--- config.mk ---
export PLATFORM = sky130hd
export DESIGN_NAME = mcu_dmi_jtag_ctrl
export DESIGN_NICKNAME = d
export VERILOG_FILES = /design/src/rtl/mcu_dmi_pkg.sv /design/src/rtl/mcu_dmi_jtag_ctrl.sv
export SDC_FILE = /design/constraint.sdc
export NUM_CORES = 1
export LEC_CHECK = 0
export BUFFER_PORTS_ARGS = -buffer_cell sky130_fd_sc_hd__buf_2
export CAP_MARGIN = 20
export CORE_MARGIN = 1.5
export CORE_UTILIZATION = 35
export CTS_BUF_LIST = sky130_fd_sc_hd__clkbuf_4 sky130_fd_sc_hd__clkbuf_8 sky130_fd_sc_hd__clkbuf_16
export DETAILED_ROUTE_END_ITERATION = 10
export GPL_TIMING_DRIVEN = 0
export HOLD_SLACK_MARGIN = 0.02
export PLACE_DENSITY = 0.64
export SLEW_MARGIN = 0
export SYNTH_ARGS = -nofsm -noshare
export SYNTH_HDL_FRONTEND = slang
export SYNTH_SLANG_ARGS = --single-unit
--- constraint.sdc ---
create_clock -name tck -period 2.6 [get_ports tck]
set_input_delay 0.13 -clock tck [delete_from_list [all_inputs] [get_ports tck]]
set_output_delay 0.13 -clock tck [all_outputs]
set_load 0.01 [all_outputs]
--- src/rtl/mcu_dmi_pkg.sv ---
// mcu_dmi_pkg
//   Shared definitions for the JTAG-side DMI request controller:
//   controller FSM states, DMI op codes and TAP status codes.
package mcu_dmi_pkg;

  typedef enum logic [1:0] {
    ST_IDLE     = 2'd0,
    ST_REQ      = 2'd1,
    ST_WAIT_RSP = 2'd2
  } dmi_state_e;

  localparam logic [1:0] OP_NOP = 2'd0;
  localparam logic [1:0] OP_RD  = 2'd1;
  localparam logic [1:0] OP_WR  = 2'd2;

  localparam logic [1:0] STAT_OK     = 2'd0;
  localparam logic [1:0] STAT_FAILED = 2'd2;
  localparam logic [1:0] STAT_BUSY   = 2'd3;

  localparam int unsigned CNT_W = 16;

endpackage

--- src/rtl/mcu_dmi_jtag_ctrl.sv ---
// mcu_dmi_jtag_ctrl
//   Turns TAP read/write pulses into single DMI requests, waits for the
//   response with a timeout, and keeps the sticky DMI error status the
//   debugger polls through the TAP.
//
// Ports
//   tck, trst                    TAP clock, async active-low reset
//   wr_en, rd_en                 one-cycle TAP op pulses
//   wr_addr, wr_data             DMI address / write data from the TAP
//   dmi_reset, dmi_hard_reset    TAP dmireset / dmihardreset pulses
//   rd_data, rd_status           last read data and op status for the TAP
//   dmi_stat, idle               sticky status, run-test-idle hint
//   dmi_req_*                    request channel (valid/ready)
//   dmi_rsp_*                    response channel (always accepted)
module mcu_dmi_jtag_ctrl
  import mcu_dmi_pkg::*;
#(
  parameter int unsigned AWIDTH    = 7,
  parameter int unsigned TIMEOUT   = 255,
  parameter logic [2:0]  IDLE_HINT = 3'd1
) (
  input  logic              tck,
  input  logic              trst,
  input  logic              wr_en,
  input  logic              rd_en,
  input  logic [AWIDTH-1:0] wr_addr,
  input  logic [31:0]       wr_data,
  input  logic              dmi_reset,
  input  logic              dmi_hard_reset,
  output logic [31:0]       rd_data,
  output logic [1:0]        rd_status,
  output logic [1:0]        dmi_stat,
  output logic [2:0]        idle,
  output logic              dmi_req_valid,
  input  logic              dmi_req_ready,
  output logic [AWIDTH-1:0] dmi_req_addr,
  output logic [31:0]       dmi_req_data,
  output logic [1:0]        dmi_req_op,
  input  logic              dmi_rsp_valid,
  input  logic [31:0]       dmi_rsp_data,
  input  logic              dmi_rsp_error
);

  // The counter holds TIMEOUT-1 during the last permitted WAIT_RSP cycle.
  localparam logic [CNT_W-1:0] TMO_LAST = CNT_W'(TIMEOUT - 1);

  dmi_state_e        state_q, state_d;
  logic [CNT_W-1:0]  cnt_q, cnt_d;
  logic [1:0]        sticky_q, sticky_d;
  logic              discard_q, discard_d;
  logic [31:0]       rd_data_q, rd_data_d;
  logic [AWIDTH-1:0] addr_q, addr_d;
  logic [31:0]       data_q, data_d;
  logic [1:0]        op_q, op_d;
  logic              tap_op;
  logic              tap_any;

  always_ff @(posedge tck or negedge trst) begin
    if (!trst) begin
      state_q   <= ST_IDLE;
      cnt_q     <= '0;
      sticky_q  <= STAT_OK;
      discard_q <= 1'b0;
      rd_data_q <= '0;
      addr_q    <= '0;
      data_q    <= '0;
      op_q      <= OP_NOP;
    end else begin
      state_q   <= state_d;
      cnt_q     <= cnt_d;
      sticky_q  <= sticky_d;
      discard_q <= discard_d;
      rd_data_q <= rd_data_d;
      addr_q    <= addr_d;
      data_q    <= data_d;
      op_q      <= op_d;
    end
  end

  always_comb begin
    state_d   = state_q;
    cnt_d     = cnt_q;
    sticky_d  = sticky_q;
    discard_d = discard_q;
    rd_data_d = rd_data_q;
    addr_d    = addr_q;
    data_d    = data_q;
    op_d      = op_q;
    tap_op    = wr_en ^ rd_en;
    tap_any   = wr_en | rd_en;

    if (dmi_hard_reset) begin
      // An aborted request may still be answered later; remember to drop it.
      state_d  = ST_IDLE;
      sticky_d = STAT_OK;
      cnt_d    = '0;
      if (state_q != ST_IDLE) discard_d = 1'b1;
    end else begin
      unique case (state_q)
        ST_IDLE: begin
          // dmi_reset outranks a new op arriving in the same cycle.
          if (tap_op && !dmi_reset && (sticky_q == STAT_OK)) begin
            addr_d    = wr_addr;
            data_d    = wr_data;
            op_d      = wr_en ? OP_WR : OP_RD;
            discard_d = 1'b0;
            state_d   = ST_REQ;
          end else if (dmi_rsp_valid && discard_q) begin
            discard_d = 1'b0;
          end
        end
        ST_REQ: begin
          if (tap_any && (sticky_q == STAT_OK)) sticky_d = STAT_BUSY;
          if (dmi_req_ready) begin
            state_d = ST_WAIT_RSP;
            cnt_d   = '0;
          end
        end
        ST_WAIT_RSP: begin
          if (tap_any && (sticky_q == STAT_OK)) sticky_d = STAT_BUSY;
          cnt_d = cnt_q + 1'b1;
          // A response in the final cycle takes precedence over the timeout.
          if (dmi_rsp_valid) begin
            state_d = ST_IDLE;
            if (op_q == OP_RD) rd_data_d = dmi_rsp_data;
            if (dmi_rsp_error) sticky_d = STAT_FAILED;
          end else if (cnt_q == TMO_LAST) begin
            state_d   = ST_IDLE;
            sticky_d  = STAT_FAILED;
            discard_d = 1'b1;
          end
        end
        default: state_d = ST_IDLE;
      endcase
      if (dmi_reset) sticky_d = STAT_OK;
    end
  end

  always_comb begin
    rd_status = STAT_OK;
    if (sticky_q != STAT_OK)     rd_status = sticky_q;
    else if (state_q != ST_IDLE) rd_status = STAT_BUSY;
  end

  assign rd_data       = rd_data_q;
  assign dmi_stat      = sticky_q;
  assign idle          = IDLE_HINT;
  assign dmi_req_valid = (state_q == ST_REQ);
  assign dmi_req_addr  = addr_q;
  assign dmi_req_data  = data_q;
  assign dmi_req_op    = op_q;

endmodule

# Word-level counts from Yosys, hierarchy flattened
# Index checks and enable logic that the tools add are counted.
[totals]
regBits = 93
latch_bits = 0
ram_bits = 0
mem_bits_ro = 0
inputBits = 80
output_inout_bits = 81
elab_cells = 51
memories = 0
[classes]
addsub = 1
multipliers = 0
div_mod_pow = 0
order_cmp = 0
eq_ne = 7
shifts = 0
mux = 19
bitwise = 3
n_reduce_logical = 14
[op_table]
columns = ["op", "count"]
rows = [
  ["16-bit two-way mux", 2],
  ["16-bit case mux with 2 select lines", 1],
  ["2-bit two-way mux", 14],
  ["16-bit by 1-bit adder with 16-bit output (second input constant)", 1],
  ["16-bit by 8-bit == test with 1-bit output (second input constant)", 1],
  ["2-bit case mux with 3 select lines", 1],
  ["3-bit AND reduction", 2],
  ["2-bit by 1-bit == test with 1-bit output (second input constant)", 2],
  ["2-bit logical NOT", 2],
  ["4-bit != test (second input constant)", 1],
  ["2-bit case mux with 2 select lines", 1],
  ["4-bit AND reduction", 1],
  ["2-bit nonzero test", 2],
  ["4-bit nonzero test", 1],
  ["1-bit logical AND", 3],
  ["3-bit by 2-bit != test with 1-bit output (second input constant)", 1],
  ["3-bit != test (second input constant)", 1],
  ["3-bit nonzero test", 1],
  ["2-bit == test (second input constant)", 1],
  ["2-bit AND reduction", 1],
  ["1-bit logical NOT", 1],
  ["1-bit NOT", 1],
  ["1-bit OR", 1],
  ["1-bit XOR", 1],
]

# Depth between registers and ports, before layout
# Gate-level depths: netlist (run 1).
[depth]
ltp_word = 8
ltp_mapped = 7
mapped_depth_nobuf = 6

# Least setup slack after synthesis (run 1)
# Ideal clock, no wire load.
[synth_timing]
kind = "register -> register"
start = "reg state_q[0]"
end = "reg rd_data_q[10], in the netlist rd_data[10]"
setup_ns = 0.125
arrival_time_ns = 1.719
required_ns = 2.475
path_slack_ns = 0.756
path_stages_with_launch = 8
path_buffers = 2
synth_period_minus_slack_ns = 1.844
path_cell_list = "dfrtp_1 > inv_1 > ha_1 > nand2b_1 > clkbuf_1 > nor3_2 > buf_4 > mux2_2"
[synth_between]
elab_chain_len = 2
[synth_rtl]
columns = ["element", "line_no", "source"]
rows = [
  ["start, declared", "mcu_dmi_jtag_ctrl.sv:47", "dmi_state_e state_q, state_d;"],
  ["start signal, assigned", "mcu_dmi_jtag_ctrl.sv:69", "state_q <= state_d;"],
  ["2-bit == test", "mcu_dmi_jtag_ctrl.sv:99", "unique case (state_q)"],
  ["4-bit AND reduction (no source line)", "--", ""],
  ["end signal, assigned", "mcu_dmi_jtag_ctrl.sv:73", "rd_data_q <= rd_data_d;"],
  ["end, declared", "mcu_dmi_jtag_ctrl.sv:51", "logic [31:0] rd_data_q, rd_data_d;"],
]
# Every way passes these cells.
# A chain may end at the register's enable or synchronous reset.

# Final worst setup path (run 1)
[layout_timing]
start = "reg state_q[0]"
end = "reg rd_data_q[4], in the netlist rd_data[4]"
# The elaborated chain is that of the path after synthesis.

==> results of run 1 <==
-- worst max-delay path, stage by stage, from the launching register on --
cell and delay, ps:
sky130_fd_sc_hd__dfrtp_1 400, sky130_fd_sc_hd__inv_1 120, sky130_fd_sc_hd__ha_1 240, sky130_fd_sc_hd__nand2b_1 70, sky130_fd_sc_hd__clkbuf_1 210, sky130_fd_sc_hd__nor3_2 480
sky130_fd_sc_hd__buf_4 280, sky130_fd_sc_hd__mux2_2 350
-- logic make-up after synthesis --
logic type,share of synthesized area
simple gates,0.0839
buf+inv,0.0282
flops,0.583
other cells,0.00188
xor+xnor,0.00877
fa+ha+maj,0.0219
mux,0.210
compound gates,0.0623
-- timing repair --
item                                   4_1_cts  5_1_grt
endpoints found under the hold margin       78        2
hold buffers                                36        2
gates resized for setup                      0        0
buffers inserted                             0        0
-- report_power, final --
part           internal, mW  switching [mW]
Clock                 0.730           0.521
Combinational         0.887           0.837
Sequential             1.95           0.257
Total                  3.57            1.62
-- state kept, by name, summed over array words and instances (netlist names) --
register	count
dmi_req_data	32
rd_data	32
cnt_q	16
dmi_req_addr	7
dmi_req_op	2
dmi_stat	2
state_q	2
-- cell type report --
type,instances,area (sq um),share of cell area
multi-input combinational,186,1560,0.276
inverter,11,41.3,0.00731
timing repair buffer,196,1200,0.212
tap,140,175,0.0310
sequential,93,2330,0.412
clock inverter,5,53.8,0.00952
clock buffer,9,225,0.0399
buffer,12,71.3,0.0126
-- synthesized netlist by cell type (3+ instances only) --
cell,number,area share
sky130_fd_sc_hd__clkbuf_1,3,0.0028
sky130_fd_sc_hd__dfrtp_1,93,0.58
sky130_fd_sc_hd__a21oi_1,6,0.0075
sky130_fd_sc_hd__buf_4,6,0.011
sky130_fd_sc_hd__o21ai_0,14,0.018
sky130_fd_sc_hd__mux2i_1,3,0.0075
sky130_fd_sc_hd__buf_2,3,0.0038
sky130_fd_sc_hd__nor2_1,14,0.013
sky130_fd_sc_hd__nand4_1,6,0.0094
sky130_fd_sc_hd__nor4_1,3,0.0047
sky130_fd_sc_hd__mux2_2,71,0.20
sky130_fd_sc_hd__ha_1,7,0.022
sky130_fd_sc_hd__o31ai_1,4,0.0075
sky130_fd_sc_hd__nand2_1,9,0.0085
sky130_fd_sc_hd__xor2_1,4,0.0088
sky130_fd_sc_hd__nand2b_1,6,0.0094
sky130_fd_sc_hd__or4_1,3,0.0056
sky130_fd_sc_hd__inv_1,11,0.010
-- layer usage --
layer / wire length, microns / up-vias / global-route usage / share of wire
met3: 652 / 14 / 0.0498 / 0.069
met4: 165 / 0 / 0.0733 / 0.018
met1: 3890 / 1504 / 0.198 / 0.41
li1: - / 1481 / - / -
met2: 4700 / 116 / 0.290 / 0.50
met5: 0 / - / 0 / 0
-- worst paths after layout --
| path | cells after the start | to | slack [ps] |
|---|---|---|---|
| setup / recovery | 7 | rd_data[4] | 320 |
| hold / removal | 2 | rd_data[25] | 20 |
| setup reg to reg | 7 | rd_data[4] | 320 |
| hold reg to reg | 1 | rd_data[8] | 480 |
| max in group asynchronous | 3 | rd_data[24] | 1600 |
| min in group asynchronous | 2 | dmi_req_data[10] | 350 |
-- cell usage in the layout (no fill, tap or decap), types with 3 or more instances in the layout --
cell | Yosys | layout
sky130_fd_sc_hd__o21ai_0 | 14 | 14
sky130_fd_sc_hd__nor4_1 | 3 | 3
sky130_fd_sc_hd__nand2_1 | 9 | 9
sky130_fd_sc_hd__xor2_1 | 4 | 4
sky130_fd_sc_hd__clkbuf_16 | 0 | 9
sky130_fd_sc_hd__nor2_1 | 14 | 14
sky130_fd_sc_hd__clkinv_2 | 0 | 3
sky130_fd_sc_hd__a21oi_1 | 6 | 6
sky130_fd_sc_hd__buf_4 | 6 | 7
sky130_fd_sc_hd__nand4_1 | 6 | 6
sky130_fd_sc_hd__dlygate4sd3_1 | 0 | 38
sky130_fd_sc_hd__inv_1 | 11 | 11
sky130_fd_sc_hd__conb_1 | 2 | 3
sky130_fd_sc_hd__ha_1 | 7 | 7
sky130_fd_sc_hd__dfrtp_1 | 93 | 93
sky130_fd_sc_hd__nand2b_1 | 6 | 6
sky130_fd_sc_hd__mux2_2 | 71 | 71
sky130_fd_sc_hd__clkbuf_1 | 3 | 3
sky130_fd_sc_hd__or4_1 | 3 | 3
sky130_fd_sc_hd__buf_2 | 3 | 159
sky130_fd_sc_hd__mux2i_1 | 3 | 3
sky130_fd_sc_hd__o31ai_1 | 4 | 4
-- stage by stage --
step           cells  setup slack, ps  area [sq um]  power [mW]
4_1_cts          650              219          5630        5.24
6_report         652              320          5650        5.18
3_3_place_gp     599              271          4960        3.85
3_5_place_dp     600              234          4990        3.93
5_1_grt          652             84.5          5650        5.52
2_1_floorplan    302              756          4000        3.13
==> insert_results.sql, run 1 <==
INSERT INTO impl_metrics (metric_group, metric, value, unit) VALUES
('sta', 'timing.max_slew.rel_slack', '0.602', ''),
('clock_network', 'clock_tree.root_cell', 'sky130_fd_sc_hd__clkbuf_16', ''),
('die', 'floorplan.rows', '38', ''),
('placed_design', 'place.port_buffers', '157', ''),
('global_routing', 'first_global_vias', '3299', ''),
('cells_and_area', 'final_layout_size_suffix_gt1_frac', '0.506', ''),
('setup_path', 'crit_path_end_kind', 'flip-flop', ''),
('routing', 'route.vias.total', '3115', ''),
('logic_synthesis', 'yosysSeqAreaShare', '0.583', ''),
('setup_path', 'cp_max_fo', '10', ''),
('die', 'design.die.area', '12100', 'sq um'),
('logic_synthesis', 'asyncSetResetFlopFracSynth', '1.00', ''),
('logic_synthesis', 'synth_area_per_cell', '13.3', 'sq um'),
('sta', 'final_max_slew_viol_count', '0', ''),
('setup_path', 'crit-reg2reg-launch', 'state_q[0]', ''),
('power_and_ir_drop', 'static-leakage-power', '2.85', 'nW'),
('power_and_ir_drop', 'worst_ir_drop_vdd', '0.617', 'mV'),
('die', 'die_x', '110', 'microns'),
('global_routing', 'grt_start_max_net_pins', '51', ''),
('setup_path', 'critical_path_source', 'state_q[0]', ''),
('clock_network', 'ctsHtreeMaxLevel', '3', ''),
('sta', 'hold_viol', '0', ''),
('sta', 'setup_total_negative_slack', '0', 'ps'),
('setup_path', 'worstSetupStartpointType', 'flip-flop', ''),
('logic_synthesis', 'yosys_warnings', '0', ''),
('setup_path', 'timing.setup.critical_path_class', 'reg2reg', ''),
('min_path', 'hp-class', 'in2reg', ''),
('clock_network', 'cts.reportedPaths.clkPinSlew', '60', 'ps'),
('clock_network', 'clock_sink_count', '93', ''),
('logic_synthesis', 'postSynthCellCount', '301', ''),
('placed_design', 'gp_congestion', '0.764', ''),
('min_path', 'holdCritStartpoint', 'dmi_rsp_data[25]', ''),
('power_and_ir_drop', 'power_per_standard_cell_area', '917', 'nW/um^2'),
('logic_synthesis', 'synth_enable_flop_cells', '0', ''),
('setup_path', 'cp_data_required_time', '2820', 'ps'),
('cells_and_area', 'utilization', '0.514', ''),
('routing', 'detail_route.drc_violations', '0', ''),
('cells_and_area', 'design.final.nets', '596', ''),
('sta', 'fin_hold_ws', '24.8', 'ps'),
('job', 'timing.max_cap.violations', '0', ''),
('cells_and_area', 'synthToLayoutAreaGrowth', '41.4', '%'),
('global_routing', 'grt_remaining_overflow', '0', ''),
('routing', 'route.detailed.wl_per_inst', '14.4', 'microns'),
('sta', 'fin_worst_skew', '3.39', 'ps'),
('die', 'ios', '161', ''),
('routing', 'antenna_violation_net_count_after_detailed_routing', '0', ''),
('routing', 'drt_iter0_drc', '91', ''),
('die', 'core_region_area', '11000', 'sq um'),
('global_routing', 'grt_antenna_before_repair', '0', ''),
('sta', 'setup_viol_count_final', '0', ''),
('logic_synthesis', 'ff_latch_count_synth', '93', ''),
('logic_synthesis', 'syn_area', '4000', 'sq um'),
('sta', 'finalCritPeriodShare', '0.877', ''),
('clock_network', 'worst_skew_pair.late_latency', '340', 'ps'),
('routing', 'vias_per_instance', '4.78', ''),
('placed_design', 'hpwl', '6.86', 'mm'),
('global_routing', 'grt.total_usage', '0.170', ''),
('die', 'start_util', '0.364', ''),
('clock_network', 'cts-buffers-inserted', '9', ''),
('global_routing', 'grt_first_pass_wirelength', '15.6', 'mm'),
('sta', 'rsz0062_at_grt', 'no', ''),
('routing', 'drt_wl_total', '9.41', 'mm'),
('cells_and_area', 'num-fill-cells', '936', ''),
('routing', 'detailed_routing_iteration_count_for_the_pre_antenna_repair_pass', '4', ''),
('status', 'status', 'finished clean', ''),
('die', 'die_h', '110', 'microns'),
('setup_path', 'arrival', '2500', 'ps'),
('cells_and_area', 'number_of_antenna_diodes', '0', ''),
('sta', 'measured_slew_at_the_worst_slew_check_pin', '597', 'ps'),
('clock_network', 'clock_path_buffers', '2', ''),
('sta', 'fin_crit', '2280', 'ps'),
('logic_synthesis', 'synth_top_flop_cell', 'sky130_fd_sc_hd__dfrtp_1', ''),
('sta', 'maxClockFrequency', '0.439', 'GHz'),
('logic_synthesis', 'distinct_cell_type_count_of_the_synthesized_netlist', '43', ''),
('clock_network', 'tritoncts', 'yes', '');
(Power assumes the default switching activity.)
==> inputs of run 2 (changes only) <==
--- a/config.mk
+++ b/config.mk
@@ -7,13 +7,14 @@
 export LEC_CHECK = 0
 export BUFFER_PORTS_ARGS = -buffer_cell sky130_fd_sc_hd__buf_2
 export CAP_MARGIN = 20
+export CORE_ASPECT_RATIO = 1.1
 export CORE_MARGIN = 1.5
 export CORE_UTILIZATION = 35
 export CTS_BUF_LIST = sky130_fd_sc_hd__clkbuf_4 sky130_fd_sc_hd__clkbuf_8 sky130_fd_sc_hd__clkbuf_16
 export DETAILED_ROUTE_END_ITERATION = 10
-export GPL_TIMING_DRIVEN = 0
 export HOLD_SLACK_MARGIN = 0.02
 export PLACE_DENSITY = 0.64
+export REMOVE_ABC_BUFFERS = 1
 export SLEW_MARGIN = 0
 export SYNTH_ARGS = -nofsm -noshare
 export SYNTH_HDL_FRONTEND = slang
==> insert_results.sql, run 2 (synthesis results as in run 1) <==
INSERT INTO impl_metrics (metric_group, metric, value, unit) VALUES
('status', 'status', 'finished clean', ''),
('clock_network', 'clock_tree.root_cell', 'sky130_fd_sc_hd__clkbuf_16', ''),
('die', 'core_region_area', '11000', 'sq um'),
('cells_and_area', 'synthToLayoutAreaGrowth', '41.4', '%'),
('routing', 'drt_iter0_drc', '115', ''),
('cells_and_area', 'layout.cells.most_common', 'sky130_fd_sc_hd__buf_2', ''),
('placed_design', 'place.port_buffers', '157', ''),
('routing', 'vias_per_instance', '4.82', ''),
('power_and_ir_drop', 'static-leakage-power', '2.85', 'nW'),
('power_and_ir_drop', 'power_per_standard_cell_area', '929', 'nW/um^2'),
('routing', 'antenna_violation_net_count_after_detailed_routing', '0', ''),
('die', 'design.die.area', '12100', 'sq um'),
('job', 'timing.max_cap.violations', '0', ''),
('global_routing', 'grt_remaining_overflow', '0', ''),
('sta', 'rsz0062_at_grt', 'no', ''),
('placed_design', 'gp_congestion', '0.874', ''),
('routing', 'route.detailed.wl_per_inst', '14.3', 'microns'),
('routing', 'route.vias.total', '3155', ''),
('sta', 'hold_viol', '0', ''),
('clock_network', 'cts-buffers-inserted', '9', ''),
('routing', 'detailed_routing_iteration_count_for_the_pre_antenna_repair_pass', '4', ''),
('cells_and_area', 'num-fill-cells', '977', ''),
('power_and_ir_drop', 'worst_ir_drop_vdd', '0.472', 'mV'),
('sta', 'fin_crit', '2110', 'ps'),
('setup_path', 'timing.reg2reg.setup_slack', '490', 'ps'),
('die', 'start_util', '0.363', ''),
('setup_path', 'crit-reg2reg-launch', 'state_q[0]', ''),
('setup_path', 'r2r_end', 'rd_data[29]', ''),
('setup_path', 'arrival', '2330', 'ps'),
('global_routing', 'first_global_vias', '3185', ''),
('clock_network', 'ctsHtreeMaxLevel', '3', ''),
('routing', 'detail_route.drc_violations', '0', ''),
('sta', 'final_max_slew_viol_count', '0', ''),
('setup_path', 'endpoint', 'rd_data[29]', ''),
('sta', 'timing.max_slew.rel_slack', '0.613', ''),
('cells_and_area', 'mostFrequentLayoutCells', 'sky130_fd_sc_hd__buf_2 (156), sky130_fd_sc_hd__dfrtp_1 (93), sky130_fd_sc_hd__mux2_2 (71)', ''),
('global_routing', 'grt_start_max_net_pins', '58', ''),
('setup_path', 'cp_max_fo', '32', ''),
('global_routing', 'grt_first_pass_wirelength', '15.2', 'mm'),
('clock_network', 'worst_skew_pair.late_latency', '340', 'ps'),
('die', 'die_x', '105', 'microns'),
('sta', 'measured_slew_at_the_worst_slew_check_pin', '579', 'ps'),
('clock_network', 'post_cts_buffers', '0', ''),
('setup_path', 'r2r_cells', '6', ''),
('sta', 'finalCritPeriodShare', '0.812', ''),
('clock_network', 'clock_path_buffers', '2', ''),
('cells_and_area', 'design.final.nets', '589', ''),
('sta', 'setup_viol_count_final', '0', ''),
('die', 'floorplan.rows', '40', ''),
('global_routing', 'grt_antenna_before_repair', '0', ''),
('sta', 'maxClockFrequency', '0.474', 'GHz'),
('placed_design', 'hpwl', '6.52', 'mm'),
('cells_and_area', 'utilization', '0.513', ''),
('sta', 'fin_worst_skew', '8.84', 'ps'),
('setup_path', 'worstSetupStartpointType', 'flip-flop', ''),
('clock_network', 'clock_sink_count', '93', ''),
('clock_network', 'cts.reportedPaths.clkPinSlew', '70', 'ps'),
('die', 'die_h', '115', 'microns'),
('sta', 'setup_total_negative_slack', '0', 'ps'),
('routing', 'drt_wl_total', '9.36', 'mm'),
('cells_and_area', 'final_layout_size_suffix_gt1_frac', '0.503', ''),
('clock_network', 'tritoncts', 'yes', ''),
('global_routing', 'grt.total_usage', '0.158', ''),
('clock_network', 'count_of_hold_buffers_inserted_by_post_cts_repair', '35', ''),
('clock_network', 'ctsResizeCount', '0', ''),
('min_path', 'holdCritStartpoint', 'dmi_rsp_data[23]', ''),
('setup_path', 'cp_data_required_time', '2820', 'ps'),
('die', 'ios', '161', ''),
('min_path', 'hp-class', 'in2reg', ''),
('cells_and_area', 'number_of_antenna_diodes', '0', ''),
('setup_path', 'critical_path_source', 'state_q[0]', ''),
('setup_path', 'timing.setup.critical_path_class', 'reg2reg', ''),
('setup_path', 'crit_path_end_kind', 'flip-flop', '');
[run 2: changes by cell type in the layout (fill, tap and decap cells not counted), moves of 2 or more]
| cell | previous run | this run |
|---|---|---|
| sky130_fd_sc_hd__buf_2 | 159 | 156 |
| sky130_fd_sc_hd__clkbuf_1 | 3 | 0 |
| sky130_fd_sc_hd__dlygate4sd3_1 | 38 | 40 |
| sky130_fd_sc_hd__buf_4 | 7 | 4 |
[run 2: worst min path at each step]
| stage | endpoint | slack (ps) | cells after the start |
|---|---|---|---|
| floorplan | cnt_q[0] | -170 | 0 |
| global placement | cnt_q[15] | 120 | 1 |
| detailed placement | cnt_q[15] | 130 | 1 |
| CTS | dmi_req_data[21] | 20 | 2 |
| global route | dmi_req_data[4] | 20 | 2 |
| finish | rd_data[23] | 30 | 2 |
[run 2: layer usage]
metal	wire, microns	share of wire	GRT usage
met4	105	0.011	0.0511
met1	3880	0.41	0.192
met3	711	0.076	0.0505
met5	0	0	0
met2	4660	0.50	0.269
[run 2: final cells by class]
cell class                 count  area [sq um]  area share
clock buffer                  10           233      0.0412
clock inverter                 6          68.8      0.0122
inverter                      11          41.3     0.00731
multi-input combinational    186          1570       0.277
sequential                    93          2330       0.412
tap                          147           184      0.0326
timing repair buffer         201          1230       0.218
[run 2: worst max-delay path: stages (launching register included)]
cell	delay (ps)
sky130_fd_sc_hd__dfrtp_1	400
sky130_fd_sc_hd__inv_1	120
sky130_fd_sc_hd__ha_1	250
sky130_fd_sc_hd__nand2b_1	230
sky130_fd_sc_hd__nor3_4	210
sky130_fd_sc_hd__buf_4	390
sky130_fd_sc_hd__mux2_2	390
[run 2: metrics by stage]
step | instances | area [sq um] | power [mW] | hold slack, ps | setup slack [ps]
after global routing | 654 | 5650 | 5.57 | 20.2 | 332
after CTS | 649 | 5600 | 5.30 | 20.1 | 467
after global placement | 598 | 4950 | 3.85 | 122 | 587
after floorplan | 290 | 3930 | 3.12 | -166 | -92.4
after detailed placement | 598 | 4950 | 3.91 | 133 | 488
final | 654 | 5650 | 5.25 | 28.2 | 488
[run 2: power breakdown]
group	internal [mW]	switching [mW]	total, mW
sequential	1.95	0.262	2.21
combinational	0.883	0.837	1.72
clock	0.765	0.552	1.32
